File: src/rtl/hazard_flush_controller_pkg.sv
// rtl/hazard_flush_controller_pkg.sv - shared pipeline-control types and the load-use hazard test
package package_project_typedefs;

  typedef enum logic [1:0] {
    PC_PLUS4   = 2'd0,
    PC_PREDICT = 2'd1,
    PC_REDO    = 2'd2
  } PcSel_t;

  typedef enum logic [1:0] {
    RUN        = 2'd0,
    LOAD_STALL = 2'd1,
    MEM_WAIT   = 2'd2
  } CtrlState_t;

  // x0 is hardwired zero, so a load targeting it never creates a dependency.
  function automatic logic load_use_hazard(
    input logic       mem_read_ex,
    input logic [4:0] rd_ex,
    input logic [4:0] rs1_id,
    input logic [4:0] rs2_id
  );
    return mem_read_ex && (rd_ex != 5'd0) && ((rd_ex == rs1_id) || (rd_ex == rs2_id));
  endfunction

endpackage

File: src/rtl/hazard_flush_controller_sat_counter.sv
// rtl/hazard_flush_controller_sat_counter.sv - up-counter saturating at MAX, async clear plus sync clear
module sat_counter #(
  parameter int               WIDTH = 32,
  parameter logic [WIDTH-1:0] MAX   = {WIDTH{1'b1}}
) (
  input  logic             clk,
  input  logic             clr_n,
  input  logic             i_en,
  input  logic             i_sync_clr,
  output logic [WIDTH-1:0] o_count
);

  logic [WIDTH-1:0] r_count;

  always_ff @(posedge clk or negedge clr_n) begin
    if (!clr_n) begin
      r_count <= '0;
    end else if (i_sync_clr) begin
      r_count <= '0;
    end else if (i_en && (r_count != MAX)) begin
      r_count <= r_count + 1'b1;
    end
  end

  assign o_count = r_count;

endmodule

File: src/rtl/hazard_flush_controller.sv
// rtl/hazard_flush_controller.sv - pipeline stall/flush/bubble sequencer; HFC_PERF_COUNTERS_EN adds perf counters
module hazard_flush_controller
  import package_project_typedefs::*;
#(
  parameter int MEM_TIMEOUT = 255
) (
  input  logic        clk,
  input  logic        reset_n,
  input  logic        branch_prediction,
  input  logic        branch_redo,
  input  logic [4:0]  rs1_ID,
  input  logic [4:0]  rs2_ID,
  input  logic [4:0]  rd_EX,
  input  logic        mem_read_EX,
  input  logic        dmem_busy,
  output PcSel_t      pc_sel,
  output logic        stall,
  output logic        flush_IF,
  output logic        bubble_EX,
  output logic        mem_timeout,
  output logic [31:0] mispredict_count,
  output logic [31:0] stall_cycles
);

  localparam int            BW  = $clog2(MEM_TIMEOUT + 1);
  localparam logic [BW-1:0] TMO = BW'(MEM_TIMEOUT);

  CtrlState_t    r_state;
  CtrlState_t    w_next;
  logic          w_hz;
  logic          w_stall;
  logic          w_flush;
  logic          w_bubble;
  PcSel_t        w_pc;
  logic [BW-1:0] w_busy_cnt;
  logic          r_mem_timeout;

  assign w_hz = load_use_hazard(mem_read_EX, rd_EX, rs1_ID, rs2_ID);

  always_ff @(posedge clk or negedge reset_n) begin
    if (!reset_n) begin
      r_state <= RUN;
    end else begin
      r_state <= w_next;
    end
  end

  // MEM_WAIT with memory ready decodes exactly like RUN; LOAD_STALL only masks hz.
  always_comb begin
    w_next   = RUN;
    w_stall  = 1'b0;
    w_flush  = 1'b0;
    w_bubble = 1'b0;
    w_pc     = PC_PLUS4;
    if (dmem_busy) begin
      w_stall = 1'b1;
      w_next  = MEM_WAIT;
    end else if (w_hz && (r_state != LOAD_STALL)) begin
      w_stall  = 1'b1;
      w_bubble = 1'b1;
      w_next   = LOAD_STALL;
    end else if (branch_redo) begin
      w_flush = 1'b1;
      w_pc    = PC_REDO;
    end else if (branch_prediction) begin
      w_pc = PC_PREDICT;
    end
  end

  assign stall     = reset_n & w_stall;
  assign flush_IF  = reset_n & w_flush;
  assign bubble_EX = reset_n & w_bubble;
  assign pc_sel    = reset_n ? w_pc : PC_PLUS4;

  sat_counter #(
    .WIDTH (BW),
    .MAX   (TMO)
  ) u_busy_cnt (
    .clk        (clk),
    .clr_n      (reset_n),
    .i_en       (dmem_busy),
    .i_sync_clr (!dmem_busy),
    .o_count    (w_busy_cnt)
  );

  // Set on the edge that closes the MEM_TIMEOUT-th consecutive busy cycle.
  always_ff @(posedge clk or negedge reset_n) begin
    if (!reset_n) begin
      r_mem_timeout <= 1'b0;
    end else if (dmem_busy && (w_busy_cnt >= (TMO - BW'(1)))) begin
      r_mem_timeout <= 1'b1;
    end
  end

  assign mem_timeout = r_mem_timeout;

`ifdef HFC_PERF_COUNTERS_EN
  sat_counter #(
    .WIDTH (32)
  ) u_mispredict_cnt (
    .clk        (clk),
    .clr_n      (reset_n),
    .i_en       (w_flush),
    .i_sync_clr (1'b0),
    .o_count    (mispredict_count)
  );

  sat_counter #(
    .WIDTH (32)
  ) u_stall_cnt (
    .clk        (clk),
    .clr_n      (reset_n),
    .i_en       (w_stall),
    .i_sync_clr (1'b0),
    .o_count    (stall_cycles)
  );
`else
  assign mispredict_count = 32'd0;
  assign stall_cycles     = 32'd0;
`endif

endmodule

File: config.mk
export PLATFORM = sky130hd
export DESIGN_NAME = hazard_flush_controller
export DESIGN_NICKNAME = d
export VERILOG_FILES = /design/src/rtl/hazard_flush_controller_pkg.sv /design/src/rtl/hazard_flush_controller_sat_counter.sv /design/src/rtl/hazard_flush_controller.sv
export SDC_FILE = /design/constraint.sdc
export NUM_CORES = 1
export LEC_CHECK = 0
export CAP_MARGIN = 15
export CORE_MARGIN = 5
export CORE_UTILIZATION = 25
export CTS_CLUSTER_DIAMETER = 50
export DETAILED_ROUTE_END_ITERATION = 10
export GPL_ROUTABILITY_DRIVEN = 0
export MAX_ROUTING_LAYER = met4
export PLACE_DENSITY = 0.69
export SLEW_MARGIN = 10
export SYNTH_ARGS = -nofsm -noshare
export SYNTH_HDL_FRONTEND = slang
export SYNTH_SLANG_ARGS = --single-unit
File: constraint.sdc
create_clock -name clk -period 1.9 [get_ports clk]
set_clock_uncertainty 0.05 [all_clocks]
set_input_delay 0.38 -clock clk [delete_from_list [all_inputs] [get_ports clk]]
set_output_delay 0.38 -clock clk [all_outputs]
set_load 0.1 [all_outputs]
Word level (Yosys, flattened, before mapping)
Index checks and enable logic that the tools add are counted.
{ "op_classes": {"div_mod_pow": 0, "order_cmp": 1, "eq_ne": 5, "mux": 15, "n_reduce_logical": 7, "n_addsub": 1, "n_bitwise": 3, "n_mul": 0, "shift": 0} }
{ "ops": {"columns": ["cell", "count"], "rows": [
  ["$mux 8", 2],
  ["$eq 5x5->1", 2],
  ["$mux 2", 5],
  ["$add 8x1->8 const B", 1],
  ["$ge 8x8->1 const B", 1],
  ["$mux 1", 8],
  ["$ne 8x8->1 const B", 1],
  ["$logic_and 1x1->1", 5],
  ["$reduce_bool 5->1", 1],
  ["$ne 2x1->1 const B", 2],
  ["$and 1x1->1", 3],
  ["$logic_or 1x1->1", 1]
]} }
{ "totals": {"wordCells": 35, "n_memories": 0, "mem_bits_rw": 0, "ff_bits": 11, "mem_bits_ro": 0, "latchBits": 0} }

Logic depth before layout (Yosys ltp)
{ "depth": {"depth_word": 7, "depth_mapped": 5, "mapped_depth_nobuf": 5} }

By module
From an unflattened synthesis, not the netlist that was laid out.
{ "hier_totals": {"cells_unflattened": 149, "area_unflattened_um2": 1248.7} }
{ "by_module_without_submodules": {"columns": ["mod", "seq_area_each_um2", "cells_per_inst", "n_inst", "area_each_um2"], "rows": [
  ["hazard_flush_controller", 75.1, 100, 1, 784.5],
  ["sat_counter", 200.2, 49, 1, 464.2]
]} }

Least setup slack after synthesis
No wires, ideal clock.
{ "synth_timing": {"path_type": "in2out", "startpoint": "in rd_EX[1]", "endpoint": "out pc_sel[1]", "path_slack_ps": -1740, "arrival_ps": 3210, "stages": 4, "path_buffers": 1, "t_required_ps": 1470, "cell_sequence": "or4_1 -> o221a_2 -> a21oi_1 -> buf_4"} }
{ "synth_between": {"elab_chain_len": 7} }
{ "synth_lines": {"columns": ["element", "line_no", "source"], "rows": [
  ["from (decl)", "hazard_flush_controller.sv:13", "input logic [4:0] rd_EX,"],
  ["$eq 5x5->1 or $reduce_bool 5->1 (tied branches)", "hazard_flush_controller_pkg.sv:23", "return mem_read_ex && (rd_ex != 5'd0) && ((rd_ex == rs1_id) || (rd_ex == rs2_id));"],
  ["$logic_or 1x1->1 or $logic_and 1x1->1 (tied branches)", "hazard_flush_controller_pkg.sv:23", null],
  ["$logic_and 1x1->1 *", "hazard_flush_controller_pkg.sv:23", null],
  ["$logic_and 1x1->1 *", "hazard_flush_controller.sv:58", "end else if (w_hz && (r_state != LOAD_STALL)) begin"],
  ["$mux 2 *", "hazard_flush_controller.sv:58", null],
  ["$mux 2 *", "hazard_flush_controller.sv:55", "if (dmem_busy) begin"],
  ["$mux 2 *", "hazard_flush_controller.sv:73", "assign pc_sel = reset_n ? w_pc : PC_PLUS4;"],
  ["to (decl)", "hazard_flush_controller.sv:16", "output PcSel_t pc_sel,"]
]} }
Mark *: on every way between the ends. The rest lies on a longest branch, timed or not.

Worst setup path in the final report
{ "layout_timing": {"startpoint": "in rd_EX[2]", "endpoint": "out pc_sel[1]"} }
The elaborated chain is that of the path after synthesis.

==> impl_metrics.csv <==
group,metric,value,unit
routing,ant_nets,0,
routing,wl_met1,731,um
worst_setup_path,crit_path_max_fanout,5,
global_routing,grt_pass1_wl,3.28,mm
floorplan,die-height,79.5,um
yosys,synth-async-reset-ratio,100,%
yosys,synth_edf_count,0,
clock_network,clockBufferDepth,2,
yosys,synth_cell_types,31,
routing,vias_per_cell,3.68,
worst_setup_path,critPathTopFamily,"simple AND/OR/NAND/NOR gates",
routing,wl_per_cell,9.67,um
placed_design,dp.final_hpwl,1.89,mm
routing,routed.top_layer,"met3",
global_routing,antenna_found_initial,0,
worst_setup_path,critPathKind,"input pin to primary output",
yosys,syn_inst,140,
sta,fin_crit_sh,110,%
worst_setup_path,path_cells,"buf_6 > or4_4 > o221a_4 > a21oi_4 > buf_12",
yosys,synthTopCellsByArea,"buf_4 40%, dfrtp_1 23%, xnor2_1 8.0%",
worst_setup_path,crit_slowest_cell,"or4_4",
routing,drtIter0Drc,64,
finish,diodes,0,
pwr,power_density,812,mW/mm2
sta,finalSetupViolations,5,
routing,drt-total-wl,2.22,mm
routing,wl_met2,1.32,mm
sta,finalHoldViolations,0,
yosys,synthFlopType,"dfrtp_1",
clock_network,cts_num_sinks,11,
clock_network,cts_tree,"built",
yosys,synth_area,0.00121,mm2
clock_network,cts.clk_slew.worst_paths,0.05,ns
outcome,violations,"setup timing",
sta,setup_ws,-0.191,ns
worst_setup_path,slowest_delay,0.52,ns
yosys,synth_top_area_share,40.5,%
routing,firstDrtPassIters,2,
floorplan,die_area,0.00631,mm2
finish,multi_input_area,711,um2
sta,rsz0062_at_grt,"true",
floorplan,ioPinCount,91,
floorplan,initial_utilization,25.7,%
clock_network,htree_levels,1,
sta,fin_crit,2.09,ns
floorplan,coreArea,0.00469,mm2
global_routing,grt_start_max_net_pins,14,
finish,drive_gt1_share,17.7,%
yosys,synth-seq-area-share,22.8,%
finish,design_area,0.00147,mm2
placed_design,port_buffers,26,
placed_design,dp_worst_setup_slack,-0.538,ns
placed_design,place_inst,224,
routing,vias,843,
finish,fillCellCount,504,
pwr,p_leak,0.737,nW
global_routing,grt_overflow,0,
finish,utilization,31.4,%
finish,final-instance-count-excl-fill,229,
floorplan,die_w,79.5,um
yosys,avgSynthCellArea,8.62,um2
placed_design,placedInstanceArea,0.00143,mm2
global_routing,track_usage,6.58,%
floorplan,rows,25,
clock_network,cts_root_buffer,"clkbuf_8",
pwr,peakVddDrop,0.234,mV
yosys,ys.warnings.count,0,
hold_path,hold_path_class,"input pin to asynchronous set/reset pin",
yosys,synthMostInstantiatedCell,"buf_4",
finish,nNetsFinal,199,
worst_setup_path,required,1.47,ns
sta,fmax,478,MHz
clock_network,clkLatencyLatePin,0.23,ns
finish,seqCellArea,275,um2
worst_setup_path,critPathLaunchType,"input pin",
finish,syn_to_final_growth,22.2,%
yosys,ys_seq_elements,11,
sta,slew_violations,0,
clock_network,cts_buffers,3,
worst_setup_path,crit_arrival,1.66,ns
yosys,synth_area_leader_cell,"buf_4",
outcome,status,"finished with violations",
global_routing,first_global_vias,782,
worst_setup_path,path_buf_inv,2,
yosys,synth_commonest_cells,"65 x buf_4, 11 x dfrtp_1, 11 x xnor2_1, 8 x nand2_1, 4 x a31oi_1",
run,drv_cap,0,
routing,drc,0,
routing,wl_met3,168,um
worst_setup_path,cp-end-kind,"primary output",
==> cell type report <==
type,instances,share of cell area (%)
clock buffer,4,3.06
inverter,3,0.764
multi-input combinational,123,48.2
sequential,11,18.7
tap,54,4.58
timing repair buffer,34,24.7
==> report_power, final <==
group	internal [mW]	switching, mW	leakage [nW]	total [mW]
sequential	0.242	0.00725	0.149	0.249
clock	0.146	0.0785	0.0228	0.225
combinational	0.0862	0.637	0.565	0.723
==> final timing paths <==
path	startpoint	end	slack (ns)	cells past startpoint
min reg2reg	u_busy_cnt.o_count[3]	u_busy_cnt.o_count[3]	0.48	1
min	reset_n	mem_timeout	0.46	2
min in group clk	u_busy_cnt.o_count[3]	u_busy_cnt.o_count[3]	0.48	1
max reg2reg	u_busy_cnt.o_count[1]	u_busy_cnt.o_count[0]	0.31	5
max in group asynchronous	reset_n	r_state[0]	1.18	2
max	rd_EX[2]	pc_sel[1]	-0.19	5
==> layer usage <==
layer | vias to the layer above | global-route usage [%]
met2 | 39 | 12.6
met4 | 0 | 3.61
met5 | - | -
met3 | 0 | 1.02
met1 | 396 | 6.21
li1 | 408 | -
==> cell usage in the layout, fill, tap and decap left out, types with 2 or more instances in the layout <==
| cell type | n |
|---|---|
| a31oi_1 | 4 |
| dlymetal6s2s_1 | 2 |
| buf_2 | 3 |
| dfrtp_1 | 11 |
| xnor2_1 | 11 |
| ha_1 | 2 |
| buf_4 | 7 |
| nand4_1 | 2 |
| nor3b_1 | 2 |
| dlygate4sd2_1 | 9 |
| clkdlybuf4s50_1 | 5 |
| clkbuf_8 | 3 |
| xor2_1 | 2 |
| inv_1 | 3 |
| o21ai_0 | 3 |
| and2_1 | 3 |
| nand3_1 | 3 |
| and3_1 | 2 |
| conb_1 | 64 |
| nand2_1 | 8 |
| buf_12 | 6 |
| buf_6 | 2 |
==> registers in the layout, summed over array words and instances, names as in the netlist <==
signal,flops
mem_timeout,1
u_busy_cnt.o_count,8
r_state,2
==> stage by stage <==
step | power (mW) | TNS [ns] | hold WS, ns
after floorplan | 0.991 | -1.45 | 0.0344
after global placement | 0.973 | -2.59 | 0.461
after detailed placement | 0.977 | -2.63 | 0.481
after CTS | 1.21 | -1.06 | 0.464
after global routing | 1.24 | -1.03 | 0.467
final | 1.20 | -0.886 | 0.457
==> kinds of logic (layout without fill, tap and decap cells) <==
group | count (synthesis) | after routing | synth area share [%]
other cells | 1 | 64 | 0.311
xor+xnor | 13 | 13 | 9.44
simple gates | 26 | 26 | 12.9
fa+ha+maj | 2 | 2 | 2.07
flops | 11 | 11 | 22.8
compound gates | 18 | 18 | 10.8
buf+inv | 69 | 41 | 41.7
==> repair_timing <==
action,4_1_cts,5_1_grt
setup buffers,1,0
setup endpoints to repair,5,5
hold buffers,0,0
gates resized for setup,27,3
gates cloned,0,0
pin swaps,11,5
No activity file was read; power rests on OpenSTA's default activity.
